--- src/rtl/if_prefetch.sv ---
// Instruction-fetch stage: owns the fetch PC, keeps at most one memory request
// in flight and buffers returned words with their PCs in a FIFO toward ID.
module if_prefetch #(
  parameter int                ADDR_W   = 32,
  parameter int                INST_W   = 32,
  parameter int                DEPTH    = 4,
  parameter logic [ADDR_W-1:0] RESET_PC = '0
) (
  input  logic              clk,
  input  logic              rst,
  input  logic              flush_i,
  input  logic [ADDR_W-1:0] flush_pc_i,
  output logic              mem_req_o,
  output logic [ADDR_W-1:0] mem_addr_o,
  input  logic              mem_gnt_i,
  input  logic              mem_rvalid_i,
  input  logic [INST_W-1:0] mem_rdata_i,
  input  logic              id_ready_i,
  output logic              valid_o,
  output logic [ADDR_W-1:0] pc_o,
  output logic [INST_W-1:0] inst_o,
  output logic              stall_req_o
);

  localparam int PTR_W = $clog2(DEPTH);
  localparam int CNT_W = PTR_W + 1;
  localparam logic [CNT_W-1:0] FULL        = CNT_W'(DEPTH);
  localparam logic [CNT_W-1:0] ALMOST_FULL = CNT_W'(DEPTH - 1);

  localparam logic [1:0] IDLE = 2'd0;
  localparam logic [1:0] WAIT = 2'd1;
  localparam logic [1:0] DROP = 2'd2;

  logic [1:0]        state;
  logic [ADDR_W-1:0] fetch_pc;
  logic [ADDR_W-1:0] req_pc;
  logic [PTR_W-1:0]  rd_ptr;
  logic [PTR_W-1:0]  wr_ptr;
  logic [CNT_W-1:0]  count;
  logic [ADDR_W-1:0] pc_mem   [DEPTH];
  logic [INST_W-1:0] inst_mem [DEPTH];

  logic req;
  logic grant;
  logic push;
  logic pop;
  logic valid;
  logic unused_flush_lsbs;

  // In WAIT a new request only goes out alongside the response, and it must
  // leave room for that response plus its own.
  always_comb begin
    req = 1'b0;
    if (!rst && !flush_i) begin
      if (state == IDLE) begin
        req = (count < FULL);
      end else if (state == WAIT) begin
        req = mem_rvalid_i && (count < ALMOST_FULL);
      end
    end
  end

  assign grant = req && mem_gnt_i;
  assign push  = (state == WAIT) && mem_rvalid_i && !flush_i;
  assign valid = (count != '0) && !flush_i;
  assign pop   = valid && id_ready_i;

  assign unused_flush_lsbs = ^flush_pc_i[1:0];

  always_ff @(posedge clk) begin
    if (rst) begin
      state    <= IDLE;
      fetch_pc <= RESET_PC;
      count    <= '0;
      rd_ptr   <= '0;
      wr_ptr   <= '0;
    end else if (flush_i) begin
      fetch_pc <= {flush_pc_i[ADDR_W-1:2], 2'b00};
      count    <= '0;
      rd_ptr   <= '0;
      wr_ptr   <= '0;
      // A response still owed by memory must be swallowed before refetching.
      case (state)
        WAIT, DROP: state <= mem_rvalid_i ? IDLE : DROP;
        default:    state <= IDLE;
      endcase
    end else begin
      if (grant) fetch_pc <= fetch_pc + ADDR_W'(4);
      if (push)  wr_ptr   <= wr_ptr + PTR_W'(1);
      if (pop)   rd_ptr   <= rd_ptr + PTR_W'(1);
      if (push && !pop) begin
        count <= count + CNT_W'(1);
      end else if (pop && !push) begin
        count <= count - CNT_W'(1);
      end
      case (state)
        IDLE:    if (grant) state <= WAIT;
        WAIT:    if (mem_rvalid_i) state <= grant ? WAIT : IDLE;
        DROP:    if (mem_rvalid_i) state <= IDLE;
        default: state <= IDLE;
      endcase
    end
  end

  always_ff @(posedge clk) begin
    if (grant) req_pc <= fetch_pc;
    if (push) begin
      pc_mem[wr_ptr]   <= req_pc;
      inst_mem[wr_ptr] <= mem_rdata_i;
    end
  end

  always_ff @(posedge clk) begin
    if (!rst) begin
      assert (!(push && (count == FULL)));
    end
  end

  assign mem_req_o   = req;
  assign mem_addr_o  = fetch_pc;
  assign valid_o     = valid;
  assign pc_o        = valid ? pc_mem[rd_ptr]   : '0;
  assign inst_o      = valid ? inst_mem[rd_ptr] : '0;
  assign stall_req_o = !valid;

endmodule

--- config.mk ---
export PLATFORM = sky130hd
export DESIGN_NAME = if_prefetch
export DESIGN_NICKNAME = d
export VERILOG_FILES = /design/src/rtl/if_prefetch.sv
export SDC_FILE = /design/constraint.sdc
export NUM_CORES = 1
export LEC_CHECK = 0
export CAP_MARGIN = 20
export CORE_ASPECT_RATIO = 0.6
export CORE_MARGIN = 4
export CORE_UTILIZATION = 55
export DETAILED_ROUTE_END_ITERATION = 10
export GPL_TIMING_DRIVEN = 0
export HOLD_SLACK_MARGIN = 0.15
export PLACE_DENSITY = 0.79
export SLEW_MARGIN = 0
export SYNTH_ARGS = -nofsm -noshare
export SYNTH_HDL_FRONTEND = slang
export SYNTH_SLANG_ARGS = --single-unit
--- constraint.sdc ---
create_clock -name clk -period 3.4 [get_ports clk]
set_input_delay 0.34 -clock clk [delete_from_list [all_inputs] [get_ports clk]]
set_output_delay 0.34 -clock clk [all_outputs]
set_load 0.02 [all_outputs]
# ---- Yosys cells after proc, flatten, opt, wreduce, memory -nomap -nowiden
# Memory sizes are Yosys's and may differ from the RTL's. A register that Yosys moved wholly into a read port is not among the register bits.
# Index checks and enable logic that the tools add are counted.
dict set report classes {
  add_sub_neg 5
  magnitude_cmp 2
  eq_ne 5
  mux 23
  n_reduce_logical 21
}
# op n
set ops {}
lappend ops {{$mux W32} 4}
lappend ops {{$add A32 B3 Y32 const B} 1}
lappend ops {{$mux W2} 10}
lappend ops {{$logic_and A1 B1 Y1} 9}
lappend ops {{$ne A3 B3 Y1 const B} 3}
lappend ops {{$mux W1} 6}
lappend ops {{$mux W3} 2}
lappend ops {{$pmux W2 S3} 1}
lappend ops {{$logic_not A1 Y1} 5}
lappend ops {{$add A2 B1 Y2 const B} 2}
lappend ops {{$reduce_bool A2 Y1} 2}
lappend ops {{$reduce_or A2 Y1} 2}
lappend ops {{$add A3 B1 Y3 const B} 1}
lappend ops {{$lt A3 B2 Y1 const B} 1}
lappend ops {{$lt A3 B3 Y1 const B} 1}
lappend ops {{$reduce_and A3 Y1} 1}
lappend ops {{$reduce_bool A3 Y1} 1}
lappend ops {{$sub A3 B1 Y3 const B} 1}
lappend ops {{$eq A2 B1 Y1 const B} 1}
lappend ops {{$eq A2 B2 Y1 const B} 1}
lappend ops {{$logic_not A2 Y1} 1}
dict set report totals {
  reg_bits 73
  ramBits 256
  inputBits 70
  output_inout_bits 99
  elab_cells 65
  mem_count 2
}
# name depth width read_ports rd_clocked_by_memory_dff wr line_no
set memory_table {}
lappend memory_table {inst_mem 4 32 1 1 1 41} ;# logic [INST_W-1:0] inst_mem [DEPTH];
lappend memory_table {pc_mem 4 32 1 1 1 40} ;# logic [ADDR_W-1:0] pc_mem [DEPTH];

# ---- Logic depth before layout (Yosys ltp)
# Gate-level depths: netlist (run 1).
dict set report logic_depth {
  depth_word 10
  ltp_mapped 11
  ltp_nobuf 10
}

# ---- Worst setup path after synthesis (run 1)
# OpenSTA, ideal clock, no wires.
dict set report synth_path {
  path_kind {input port to flip-flop}
  startpoint {in flush_i}
  endpoint {mem inst_mem[0][0] (enable)}
  setup_time_ps 427
  arrival_time_ps 2415
  required_time_ps 2973
  path_slack_ps 558
  path_stages 4
  n_path_buf 2
  cell_sequence {clkbuf_1 clkbuf_1 nor2_1 and2_1}
}
dict set report synth_via {
  elab_chain_len 4
}
# item line_no
set synth_lines {}
lappend synth_lines {{start: declaration} 11} ;# input logic flush_i,
lappend synth_lines {{$logic_not A1 Y1} 64} ;# assign push = (state == WAIT) && mem_rvalid_i && !flush_i;
lappend synth_lines {{$logic_and A1 B1 Y1} 64}
lappend synth_lines {{net push} 45} ;# logic push;
lappend synth_lines {{$mux W1} 107} ;# if (push) begin
lappend synth_lines {{$mux W1 (not written as such)} 109} ;# inst_mem[wr_ptr] <= mem_rdata_i;
lappend synth_lines {{end: declaration} 41}
# The timed path passes the listed nets, and every way through them passes these cells.

==> flow_metrics.tcl, run 1 <==
set metrics [dict create \
    grt_pass1_vias 7508 \
    drive_gt1_share_pct 15.6 \
    ff2ff_setup_slack_ps 940 \
    finalCriticalPeriod_ps 3210 \
    start_util_pct 56.8 \
    core.rowCount 42 \
    report.final.slew_viol_count 0 \
    ant_nets 0 \
    fmax_ghz 0.311 \
    synth.avg_cell_area_um2 17.2 \
    reg2reg_depth 10 \
    nets 1018 \
    final_cell_mix "278 x edfxtp_1, 162 x clkdlybuf4s50_1, 64 x and2_1, 62 x mux4_2, 40 x dfxtp_1" \
    fin_util_pct 70.6 \
    clkTransAtPathRegs_ps 70 \
    routed_wl_um 28100 \
    end_kind "output pin" \
    root_buffer "clkbuf_16" \
    cp-start-kind "flip-flop" \
    tritoncts "built" \
    final_area_um2 15800 \
    finClkSkew_ps 15.8 \
    dpl_cell_area_um2 14900 \
    synth_flop_cell "edfxtp_1" \
    place_congestion 0.928 \
    crit_end "pc_o[12]" \
    final_common_cell "edfxtp_1" \
    area_growth_syn_to_layout_pct 24.3 \
    detail_route.wl_per_cell_um 22.1 \
    outcome "complete, no violations" \
    critPathArrivalTime_ps 2870 \
    cts_buffer_depth 3 \
    grt_use_total_pct 22.1 \
    holdWs_ps 357 \
    synth-async-reset-ratio_pct 0 \
    finalSetupTns_ps 0 \
    worst_pin_slew_ps 946 \
    clock_latency_ps 550 \
    ios 169 \
    cts.sinks 319 \
    num_vias 7429 \
    drtIter0Drc 667 \
    timing.rr.start "state[1]$_SDFFE_PP0P_" \
    firstDrtPassIters 7 \
    leakagePower_nw 5.13 \
    design.core.area_um2 22400 \
    setup_viol 0 \
    port_buffers 162 \
    synth_cell_types 59 \
    synth_edf_count 278 \
    crit_required_ps 3060 \
    postCtsSetupBuffers 0 \
    fp.dieH_um 126 \
    instances_no_fill 1267 \
    fin_crit_sh_pct 94.5 \
    synth_cells 741 \
    synth_warnings 0 \
    htree_levels 1 \
    die_x_um 204 \
    antenna_cells 0 \
    dpl.cell_count 1218 \
    cp_max_fo 10 \
    maxCapViolations 0 \
    finalHoldViolations 0 \
    cts_buffers 29 \
    grt_max_degree 45 \
    hp-class "in2reg" \
    antenna_found_initial 0 \
    grt_overflow_total 0 \
    rsz0062_at_grt "no" \
    die_area_um2 25700 \
    criticalPathCategory "reg2out" \
    viasPerCell 5.86 \
    ir_worst_vdd_v 0.000449 \
    ys_ff_latch 319 \
    ys_seq_area_share_pct 72.1 \
    remaining_drc_errors 0 \
    dp_hpwl_um 18500 \
    r2r-end "count[2]$_SDFFE_PP0P_" \
    grt_pass1_wl_um 43800 \
    max-slew-margin-rel_pct 36.6 \
    syn_area_um2 12700 \
    p_per_area_nw_per_um2 502 \
]
stage by stage:
step | total power [mW] | setup slack [ps]
floorplan | 4.54 | 558
global placement | 4.74 | -1360
detailed placement | 4.75 | -140
CTS | 7.99 | 22.7
global route | 8.20 | 28.5
finish | 7.93 | 188
area by class of cell:
| class | instances | area [um2] |
|---|---|---|
| Tap cell | 308 | 385 |
| Inverter | 19 | 71.3 |
| Clock buffer | 34 | 744 |
| Multi-Input combinational cell | 367 | 3330 |
| Clock inverter | 18 | 203 |
| Timing Repair Buffer | 166 | 1730 |
| Fill cell | 1504 | 6570 |
| Buffer | 36 | 174 |
| Sequential cell | 319 | 9170 |
where the power goes:
group          internal, mW  leakage [nW]  total (mW)  switching [mW]
Sequential             4.28          2.84        4.35          0.0647
Clock                  1.88         0.464        3.27            1.39
Combinational         0.157          1.82       0.319           0.161
cells in the mapped netlist (3+ instances only):
library cell    n  area [um2]
a21oi_1        17        85.1
a311o_1         3        30.0
a31oi_1         8        50.1
a32oi_1         3        26.3
and2_1         68         425
and3_1          9        56.3
buf_2           9        45.0
buf_4           4        30.0
clkbuf_1       25        93.8
dfxtp_1        41         821
edfxtp_1      278        8350
ha_1            9         113
inv_1          17        63.8
mux4_2         62        1400
nand2_1        32         120
nand2b_1        3        18.8
nand3_1        21         105
nand4_1        11        68.8
nor2_1         14        52.6
nor2b_1         5        31.3
nor3_1         14        70.1
nor4_1          8        50.1
o211ai_1        5        37.5
o21a_1          4        30.0
o21ai_0         4        20.0
o21ai_1         6        30.0
or2_1           3        18.8
or3_1           7        43.8
or4_1           5        37.5
xnor2_1         3        26.3
xor2_1          7        61.3
worst min path at each step:
| stage | start | to | slack, ps | cells after the start |
|---|---|---|---|---|
| detailed placement | req_pc[16]$_DFFE_PP_ | pc_mem[2][16]$_DFFE_PP_ | 480 | 0 |
| global route | flush_pc_i[28] | mem_addr_o[28]$_SDFFE_PP0P_ | 340 | 3 |
| finish | flush_pc_i[28] | mem_addr_o[28]$_SDFFE_PP0P_ | 360 | 3 |
| global placement | req_pc[24]$_DFFE_PP_ | pc_mem[3][24]$_DFFE_PP_ | 480 | 0 |
| floorplan | mem_rdata_i[0] | inst_mem[0][0]$_DFFE_PP_ | 440 | 0 |
| CTS | flush_pc_i[28] | mem_addr_o[28]$_SDFFE_PP0P_ | 340 | 3 |
registers in the layout, indices dropped and copies added (netlist names), named ones only:
signal and cells:
req_pc 30, mem_addr_o 30, wr_ptr 2, rd_ptr 2, state 2, inst_mem 128, pc_mem 120, count 3
metal layers:
| metal | global-route usage [%] | up-vias | part of all wire (%) |
|---|---|---|---|
| li1 | - | 3303 | - |
| met1 | 34.8 | 3743 | 45 |
| met2 | 32.9 | 339 | 45 |
| met3 | 4.50 | 44 | 8.2 |
| met4 | 3.74 | 0 | 1.7 |
| met5 | 0 | - | 0 |
repair_timing:
item	CTS	global route
hold endpoints to repair	0	0
hold buffers	0	0
gates resized for setup	7	8
setup endpoints to repair	60	14
cell families after synthesis:
| group | synth area share, % |
|---|---|
| flops | 72.1 |
| fa+ha+maj | 1.04 |
| xor+xnor | 0.688 |
| buf+inv | 1.92 |
| compound gates | 3.41 |
| mux | 11.1 |
| other cells | 0.0295 |
| simple gates | 9.80 |
critical path: stages, from the launching register on:
cell and delay, ps:
dfxtp_2 500, buf_2 410, mux4_2 670, and2_1 210
clkdlybuf4s50_1 530
Power figures use the tool's default switching activity.
==> inputs of run 2 (changes only) <==
Settings changed: CORE_UTILIZATION 55 to 63, DONT_BUFFER_PORTS set to 1, PLACE_DENSITY 0.79 to 0.78.
==> flow_metrics.tcl, run 2 (same netlist as run 1, synthesis figures left out) <==
set metrics [dict create \
    outcome "complete, no violations" \
    start_util_pct 65.5 \
    design.core.area_um2 19400 \
    largest_reg_flops 128 \
    detail_route.wl_per_cell_um 25.2 \
    ant_nets 0 \
    reg_top3 "inst_mem: 128 flops, pc_mem: 120 flops" \
    fin_crit_sh_pct 88.4 \
    cp_num_buf_inv 2 \
    cp_slowest_stage_delay_ps 550 \
    report.final.slew_viol_count 0 \
    path_delay_family "buffers and inverters" \
    finClkSkew_ps 12.9 \
    cp_max_fo 11 \
    fin_util_pct 75.7 \
    fmax_ghz 0.333 \
    fp.dieH_um 118 \
    grt_use_total_pct 25.4 \
    port_buffers 0 \
    clkTransAtPathRegs_ps 70 \
    final_cell_mix "278 x edfxtp_1, 65 x dlygate4sd3_1, 64 x and2_1, 62 x mux4_2, 41 x dfxtp_1" \
    ios 169 \
    num_vias 7109 \
    grt_pass1_wl_um 43900 \
    ir_worst_vdd_v 0.000445 \
    htree_levels 1 \
    dp_hpwl_um 18300 \
    dpl.cell_count 1014 \
    critPathArrivalTime_ps 2670 \
    remaining_drc_errors 0 \
    worst_pin_slew_ps 897 \
    core.rowCount 39 \
    finalPower_mw 7.63 \
    hp-class "in2reg" \
    worstPathCellList "nor3_1, or2_1, inv_2, clkbuf_1, and2_1" \
    drive_gt1_share_pct 15.8 \
    cts_buffers 28 \
    place_congestion 0.957 \
    cp-start-kind "flip-flop" \
    drtIter0Drc 960 \
    leakagePower_nw 4.74 \
    maxCapViolations 0 \
    finalCriticalPeriod_ps 3010 \
    die_x_um 191 \
    postCtsSetupBuffers 0 \
    crit_required_ps 3060 \
    cts_resized 0 \
    criticalPathCategory "reg2out" \
    finalHoldViolations 0 \
    viasPerCell 6.29 \
    root_buffer "clkbuf_16" \
    cts.sinks 319 \
    final_common_cell "edfxtp_1" \
    grt_overflow_total 0 \
    cts_buffer_depth 3 \
    end_kind "output pin" \
    rsz0062_at_grt "no" \
    nets 922 \
    instances_no_fill 1130 \
    firstDrtPassIters 5 \
    regMostFlops "inst_mem" \
    area_growth_syn_to_layout_pct 15.6 \
    routed_wl_um 28500 \
    antenna_found_initial 2 \
    grt_pass1_vias 7343 \
    grt_max_degree 54 \
    setup_viol 0 \
    max-slew-margin-rel_pct 40.1 \
    holdWs_ps 217 \
    die_area_um2 22600 \
    cp_slowest_cell "clkbuf_1" \
    tritoncts "built" \
    clock_latency_ps 540 \
    p_per_area_nw_per_um2 518 \
]
[run 2: changes by cell type in the layout (fill, tap and decap cells not counted), moves of 2 or more]
cell             before  now
clkdlybuf4s50_1     162    0
dlygate4sd3_1         0   65
clkbuf_1             17   30
clkbuf_2             10    0
inv_6                 4    0
bufinv_16             4    2
clkinv_2              5    7
[run 2: power breakdown]
part	leakage, nW	switching (mW)	total (mW)	internal (mW)
clock network	0.427	1.35	3.02	1.67
logic	1.47	0.121	0.218	0.0975
registers	2.84	0.100	4.38	4.28
[run 2: metal layers]
metal	track usage [%]	wire (um)	share of wire (%)
met3	6.79	2660	9.3
met5	0	0	0
met2	38.7	13200	46
met1	38.2	12200	43
met4	4.48	420	1.5
[run 2: area by class of cell]
type,count,area [um2]
Timing Repair Buffer,69,761
Fill cell,1152,4710
Buffer,38,169
Sequential cell,319,9170
Tap cell,266,333
Clock buffer,34,723
Inverter,19,71.3
Multi-Input combinational cell,367,3330
Clock inverter,17,146
Antenna cell,1,2.50
[run 2: worst register-to-register path, cell delays in order, from the launching register on]
cell	delay [ps]
dfxtp_1	810
nand3_4	210
nor4_1	680
nand3_1	190
o32ai_1	230
dlygate4sd3_1	580
a311o_1	100
[run 2: path summary, 6_finish.rpt]
path         depth (start not counted)                           to                         from  slack [ps]
min                                  4        state[0]$_SDFFE_PP0P_                 mem_rvalid_i         220
max reg2reg                          6  mem_addr_o[26]$_SDFFE_PP0P_  mem_addr_o[11]$_SDFFE_PP0P_         530
min reg2reg                          0      pc_mem[3][28]$_DFFE_PP_         req_pc[28]$_DFFE_PP_         490
max                                  5                   inst_o[25]        count[2]$_SDFFE_PP0P_         390
[run 2: timing repair]
action                     4_1_cts  5_1_grt
hold endpoints to repair       165        0
setup endpoints to repair        0        2
hold buffers                    65        0
[run 2: metrics by stage]
stage                     cell area (um2)  setup slack [ps]  TNS (ps)
final                               14700               395         0
after detailed placement            13200               494         0
after CTS                           14700               112         0
after global routing                14700               215         0
after floorplan                     12700               558         0
after global placement              13100              -741   -178010
